--- config.mk ---
export PLATFORM = sky130hd
export DESIGN_NAME = switch_debouncer
export DESIGN_NICKNAME = d
export VERILOG_FILES = /design/src/rtl/switch_debouncer.sv
export SDC_FILE = /design/constraint.sdc
export NUM_CORES = 1
export LEC_CHECK = 0
export BUFFER_PORTS_ARGS = -buffer_cell sky130_fd_sc_hd__buf_2
export CAP_MARGIN = 40
export CELL_PAD_IN_SITES_DETAIL_PLACEMENT = 0
export CELL_PAD_IN_SITES_GLOBAL_PLACEMENT = 1
export CORE_MARGIN = 3
export CORE_UTILIZATION = 42
export DETAILED_ROUTE_END_ITERATION = 8
export PLACE_DENSITY_LB_ADDON = 0.1
export SLEW_MARGIN = 0
export SYNTH_ARGS = -nofsm -noshare
export SYNTH_HDL_FRONTEND = slang
export SYNTH_SLANG_ARGS = --single-unit
--- constraint.sdc ---
create_clock -name clk -period 1.7 [get_ports clk]
set_input_delay 0.17 -clock clk [delete_from_list [all_inputs] [get_ports clk]]
set_output_delay 0.17 -clock clk [all_outputs]
set_load 0.05 [all_outputs]
--- src/rtl/switch_debouncer.sv ---
// Two-flop synchronizer plus joint 8-bit debounce for the two DIP-switch nibbles.
// A new {s1,s0} commits only after the synchronized word holds steady for the window.
module switch_debouncer #(
    parameter int unsigned DEBOUNCE_CYCLES = 24000,
    parameter int unsigned CNT_W           = $clog2(DEBOUNCE_CYCLES)
) (
    input  logic       clk,
    input  logic       reset,
    input  logic [3:0] raw_s0,
    input  logic [3:0] raw_s1,
    output logic [3:0] s0,
    output logic [3:0] s1,
    output logic       changed,
    output logic       settling
);

    typedef enum logic {
        STABLE   = 1'b0,
        SETTLING = 1'b1
    } state_e;

    localparam logic [CNT_W-1:0] CNT_MAX = CNT_W'(DEBOUNCE_CYCLES - 1);

    logic [7:0]       sync1_q;
    logic [7:0]       sync2_q;
    logic [7:0]       cand_q;
    logic [7:0]       cand_d;
    logic [CNT_W-1:0] cnt_q;
    logic [CNT_W-1:0] cnt_d;
    logic [7:0]       out_q;
    logic [7:0]       out_d;
    logic             changed_q;
    logic             changed_d;
    state_e           state_q;
    state_e           state_d;

    // Pure flop chain: nothing may sit between the two synchronizer stages.
    always_ff @(posedge clk or negedge reset) begin
        if (!reset) begin
            sync1_q <= '0;
            sync2_q <= '0;
        end else begin
            sync1_q <= {raw_s1, raw_s0};
            sync2_q <= sync1_q;
        end
    end

    always_ff @(posedge clk or negedge reset) begin
        if (!reset) begin
            cand_q    <= '0;
            cnt_q     <= '0;
            out_q     <= '0;
            changed_q <= 1'b0;
            state_q   <= STABLE;
        end else begin
            cand_q    <= cand_d;
            cnt_q     <= cnt_d;
            out_q     <= out_d;
            changed_q <= changed_d;
            state_q   <= state_d;
        end
    end

    // Any bit change restarts the window for the whole word.
    always_comb begin
        cand_d    = cand_q;
        cnt_d     = cnt_q;
        out_d     = out_q;
        changed_d = 1'b0;
        state_d   = state_q;
        if (sync2_q != cand_q) begin
            cand_d  = sync2_q;
            cnt_d   = '0;
            state_d = (sync2_q != out_q) ? SETTLING : STABLE;
        end else if (state_q == SETTLING && cnt_q == CNT_MAX) begin
            out_d     = cand_q;
            changed_d = 1'b1;
            state_d   = STABLE;
        end else if (cnt_q < CNT_MAX) begin
            cnt_d = cnt_q + CNT_W'(1);
        end
    end

    assign s0       = out_q[3:0];
    assign s1       = out_q[7:4];
    assign changed  = changed_q;
    assign settling = (state_q == SETTLING);

endmodule

# ---- After elaboration in Yosys (flattened, before gate mapping)
# Index checks and enable logic that the tools add are counted.
dict set report word_totals {
  n_memories 0
  romBits 0
  register_bits 49
  output_inout_bits 10
  in_bits 10
  latch_bits 0
  mem_bits_rw 0
  word_cells 27
}
dict set report classes {
  mux 8
  n_lt_le_gt_ge 1
  eq_ne 4
  multipliers 0
  reduce_logical 5
  bitwise 1
  shift 0
  n_div 0
  add_sub_neg 1
}
# op n
set ops {}
lappend ops {{2-to-1 mux 15 bit} 3}
lappend ops {{!= test 8 bit} 2}
lappend ops {{adder 15 x 1 -> 15 bit (second input constant)} 1}
lappend ops {{equality test 15 bit (second input constant)} 1}
lappend ops {{< comparator 15 bit (second input constant)} 1}
lappend ops {{2-to-1 mux 1 bit} 5}
lappend ops {{AND reduction 2 bit} 2}
lappend ops {{nonzero test 2 bit} 2}
lappend ops {{!= test 2 bit (second input constant)} 1}
lappend ops {{logical AND 1 bit} 1}
lappend ops {{inverter 1 bit} 1}

# ---- Depth between registers and ports, before layout
dict set report logic_depth {
  ltp_word 4
  depth_mapped 8
  ltp_nobuf 6
}

# ---- Worst setup path before layout
# Ideal clock, no wire load.
dict set report synth_timing {
  path_kind {flip-flop to flip-flop}
  start {register state_q (netlist: settling)}
  end {register cnt_q[11]}
  setup_slack_ps -54
  required_ps 1634
  t_arrival_ps 1688
  synth_period_minus_slack_ps 1754
  stages_incl_launch_ff 7
  n_path_buf 1
  cell_sequence {dfrtp_1 > and3b_1 > nand4_2 > o211ai_2 > buf_6 > or4_1 > nand2_1}
}
dict set report synth_between {
  elab_chain_len 3
}
# item line_no
set synth_rtl {}
lappend synth_rtl {{from (decl)} 34} ;# state_e state_q;
lappend synth_rtl {{from (signal assigned)} 60} ;# state_q <= state_d;
lappend synth_rtl {{logical AND 1 bit} 75} ;# end else if (state_q == SETTLING && cnt_q == CNT_MAX) begin
lappend synth_rtl {{!= test 2 bit (no line)} -}
lappend synth_rtl {{AND reduction 2 bit (no line)} -}
lappend synth_rtl {{to (signal assigned)} 57} ;# cnt_q <= cnt_d;
lappend synth_rtl {{to (decl)} 28} ;# logic [CNT_W-1:0] cnt_q;
# No other way between the ends.
# A chain may end at the register's enable or synchronous reset.

# ---- Final worst setup path
dict set report layout_timing {
  start {register cnt_q[1]}
  end {register cnt_q[4]}
}
dict set report layout_between {
  elab_chain_len 4
  word_cells_on_any_way 10
  classes_between {add/sub: 1; order compare: 1; eq/ne: 2; mux: 3; reduce/logical: 3}
}
# item line_no
set layout_rtl {}
lappend layout_rtl {{adder 15 x 1 -> 15 bit / equality test 15 bit (equally long branches)} {80, 75}}
lappend layout_rtl {{2-to-1 mux 15 bit / logical AND 1 bit (equally long branches)} {79, 75}}
lappend layout_rtl {{2-to-1 mux 15 bit / != test 2 bit (equally long branches)} -}
lappend layout_rtl {{2-to-1 mux 15 bit / AND reduction 2 bit (equally long branches)} -}
# Parallel ways exist; a longest one is shown, timed or not. The select of a mux whose other input is x is not followed.

==> results by group <==
STA
  – RSZ-0062 raised after global routing: true
  – Fmax achieved: slightly below 600 MHz
  – Final hold vios: 0
  – Post-route setup TNS: -9.03 ps
  – Crit path time final: approximately 1700 ps
  – Fin crit share: 100%
  – Post-route setup slack: -4.94 ps
  – Worst slew pin tran: 414 ps
  – Rel. slew slack: between 70% and 80%
  – Max-slew violation count: 0
  – Clk_skew: ~9.4 ps
  – Final setup fails: 2

Placement
  – Post-placement cell count: 250
  – IO buf count: 19
  – Routability cong.: 0.819
  – Detailed placement HPWL: roughly 2900 um

Global routing
  – Initial antenna violation count: 0
  – Number of global-route vias before repair: about 1.5k
  – Largest net degree at the start of global routing: 34
  – First-pass GRT wire length: 6820 um
  – Total grt overflow: 0
  – Gr usage total: between 15 and 20%

Logic synthesis
  – Syn Area/Cell: 12.2 um2
  – Sequential fraction of the synthesis area: between 60% and 70%
  – Syn Inst Count: about 170
  – Top cell type's share of synthesized area: approximately 60%
  – Synth cell types: 38
  – Synth area leader: dfrtp_1
  – Mapped Nets: ~180
  – Async SR Flop Fraction: 100%
  – Largest cells by area after synthesis: dfrtp_1 60%, xor2_1 4.7%, mux2_2 4.4%, xnor2_1 3.5%, a21oi_1 2.0%
  – Yosys reg bits: 49
  – Cell area after synthesis: between 2000 and 2500 um2
  – Number of synthesized flops with an enable pin: 0
  – Ys flop type: dfrtp_1
  – Yosys warnings: 0

Route
  – Highest Signal Layer: met4
  – Average routed wire per standard cell: approximately 15 um
  – WL final: a little over 4000 um
  – Pre-antenna DRT Iters: 4
  – DR iter-0 viols: 61
  – Met3 Wirelength: 140 um
  – Met2 WL post-DR: just under 2000 um
  – Remaining DRCs: 0
  – Detail Route Antenna Nets: 0
  – Total number of vias: roughly 1.4k
  – Met1 wire length: between 2000 and 2500 um
  – Vias/cell: roughly 5.2

Floorplanning
  – Row Count: 24
  – Initial core utilization: between 40% and 50%
  – Die Y: between 70 and 80 um
  – Die ar.: roughly 5700 um2
  – IO Pins: 20
  – Core ar.: 4500 um2
  – Die X: ~76 um

Pwr
  – Sw frac: about 23%
  – Power density cells: 767 nW/um2
  – Internal Pwr Total: between 1500 and 2000 uW
  – Gate power share: under 10%
  – Total power: roughly 2000 uW
  – Seq pwr share: between 50 and 60%
  – Pleak: about 0.0013 uW
  – Clock share of power: a little over a third
  – Net Switching: ~470 uW
  – Peak VDD IR: ~0.43 mV

Worst setup path
  – Crit end category: flop
  – Critical-path maximum fanout: 6
  – Crit start category: flop
  – Worst Path Class, Setup: reg -> reg
  – Crit path arrival time: about 1900 ps
  – WP data required: a little under 2000 ps

Clocking
  – Clock Latency Late Sink: ~310 ps
  – Root Driver: clkbuf_8
  – CTS tree: built
  – Sink Count: a little under 50
  – CTS Buf Count: 5
  – H-tree Lvls: 2
  – CTS clock-pin slew for the worst setup and hold paths: around 100 ps
  – Buffers from clock root to sink, at most: 2

Flow run
  – Max_cap viols: 0

Cells and area
  – Post-route core utilization: roughly three fifths
  – Area growth syn-to-layout: 31.8%
  – Fraction of layout cells with a size suffix above 1: 40.4%
  – Nets: approximately 230
  – Fin cells: 275
  – N_diodes: 0

Run status
  – Status: finished with violations
  – Failing checks: setup timing

Worst hold path
  – Worst hold path class: in -> async
==> worst paths after layout <==
| kind | endpoint | cells after the start | slack, ps | startpoint |
|---|---|---|---|---|
| min in group clk | sync2_q[0]$_DFF_PN0_ | 0 | 350 | sync1_q[0]$_DFF_PN0_ |
| max | cnt_q[4]$_DFFE_PN0P_ | 7 | -5 | cnt_q[1]$_DFFE_PN0P_ |
| max in group asynchronous | cnt_q[3]$_DFFE_PN0P_ | 3 | 890 | reset |
| max reg2reg | cnt_q[4]$_DFFE_PN0P_ | 7 | -5 | cnt_q[1]$_DFFE_PN0P_ |
| min reg2reg | sync2_q[0]$_DFF_PN0_ | 0 | 350 | sync1_q[0]$_DFF_PN0_ |
| min | out_q[5]$_DFFE_PN0P_ | 2 | 310 | reset |
==> state kept, by name (all words and copies together), names as in the netlist <==
signal	flops
cnt_q	15
cand_q	8
out_q	8
sync1_q	8
sync2_q	8
changed	1
settling	1
==> stage by stage <==
step / hold slack [ps] / setup WS [ps] / cell area [um2]
floorplan: -126 / 22.9 / 2030
global route: 353 / -81.3 / 2670
finish: 309 / -4.94 / 2670
CTS: 335 / 5.23 / 2570
global placement: 114 / -32.4 / 2330
detailed placement: 131 / -56.9 / 2330
==> logic make-up (layout without fill, tap and decap cells) <==
family	count (synthesis)	count (layout)	synth area share [%]
adders and majority gates	1	1	0.616
AOI/OAI and AO/OA	25	25	7.77
and+or+nand+nor	50	50	14.9
xor gates and xnor gates	19	19	8.20
muxes	9	9	4.93
DFF	49	49	60.4
buffers and inverters	14	70	3.14
==> placed cells by master, fill, tap and decap left out, types with 2 or more instances in the layout <==
cell,Yosys,final
nor4_1,4,3
buf_6,1,4
nand2_1,7,7
dfrtp_1,49,47
clkbuf_8,0,6
buf_2,0,20
or4_1,2,2
and3_1,2,2
and4_1,2,2
a21oi_2,0,5
a21oi_1,8,3
or3_1,5,3
nand3_1,4,4
dfrtp_2,0,2
nor2_1,8,8
o21ai_0,6,5
mux2_2,8,8
xor2_1,11,11
nand4_1,6,6
buf_4,1,26
inv_1,2,2
nor4_2,1,2
xnor2_2,0,4
or3_4,0,2
xnor2_1,8,4
a31oi_1,2,2
dlygate4sd3_1,0,9
o21a_1,3,3
==> synthesized netlist by cell type, types with 2 or more instances <==
| cell | count |
|---|---|
| clkbuf_1 | 10 |
| mux2_2 | 8 |
| nor4_1 | 4 |
| o21ai_0 | 6 |
| and3_1 | 2 |
| and2_1 | 2 |
| or3_1 | 5 |
| and4_1 | 2 |
| xor2_1 | 11 |
| a21oi_1 | 8 |
| inv_1 | 2 |
| or4_1 | 2 |
| xnor2_1 | 8 |
| a31oi_1 | 2 |
| o21a_1 | 3 |
| nand3_1 | 4 |
| dfrtp_1 | 49 |
| nor2_1 | 8 |
| nand4_1 | 6 |
| nand2_1 | 7 |
==> critical path, cell delays in order (launching register included) <==
cell	delay, ps
dfrtp_1	410
ha_2	190
and3b_1	180
nand4_2	110
o211ai_4	130
buf_6	160
or3_4	330
a21oi_2	140
==> what timing repair did <==
| item | in CTS | in global routing |
|---|---|---|
| endpoints found under the setup margin | 8 | 17 |
| resized for setup | 7 | 15 |
| hold buffers | 9 | 0 |
| hold endpoints to repair | 24 | 0 |
| setup buffers | 1 | 6 |
| pin swaps | 6 | 19 |
| cloned | 1 | 0 |
==> cell type report <==
type / instances / area, um2
clock buffers: 6 / 82.6
inverters: 2 / 7.51
flip-flops and latches: 49 / 1230
repair buffers: 60 / 450
well taps: 52 / 65.1
fillers: 392 / 1830
clock inverters: 2 / 16.3
multi-input cells: 104 / 823
==> metal layers <==
layer | vias to the layer above | track usage, %
met1 | 709 | 22.4
met4 | 0 | 6.02
met3 | 8 | 3.17
met5 | - | 0
li1 | 699 | -
met2 | 26 | 24.6
==> power by group through the flow <==
stage,clock network [uW],logic (uW),registers (uW)
floorplan,0,30.5,1230
global placement,0,74.1,1230
detailed placement,0,76.2,1240
CTS,751,95.2,1220
global route,794,109,1220
finish,737,97.0,1220
(Power assumes the default switching activity.)
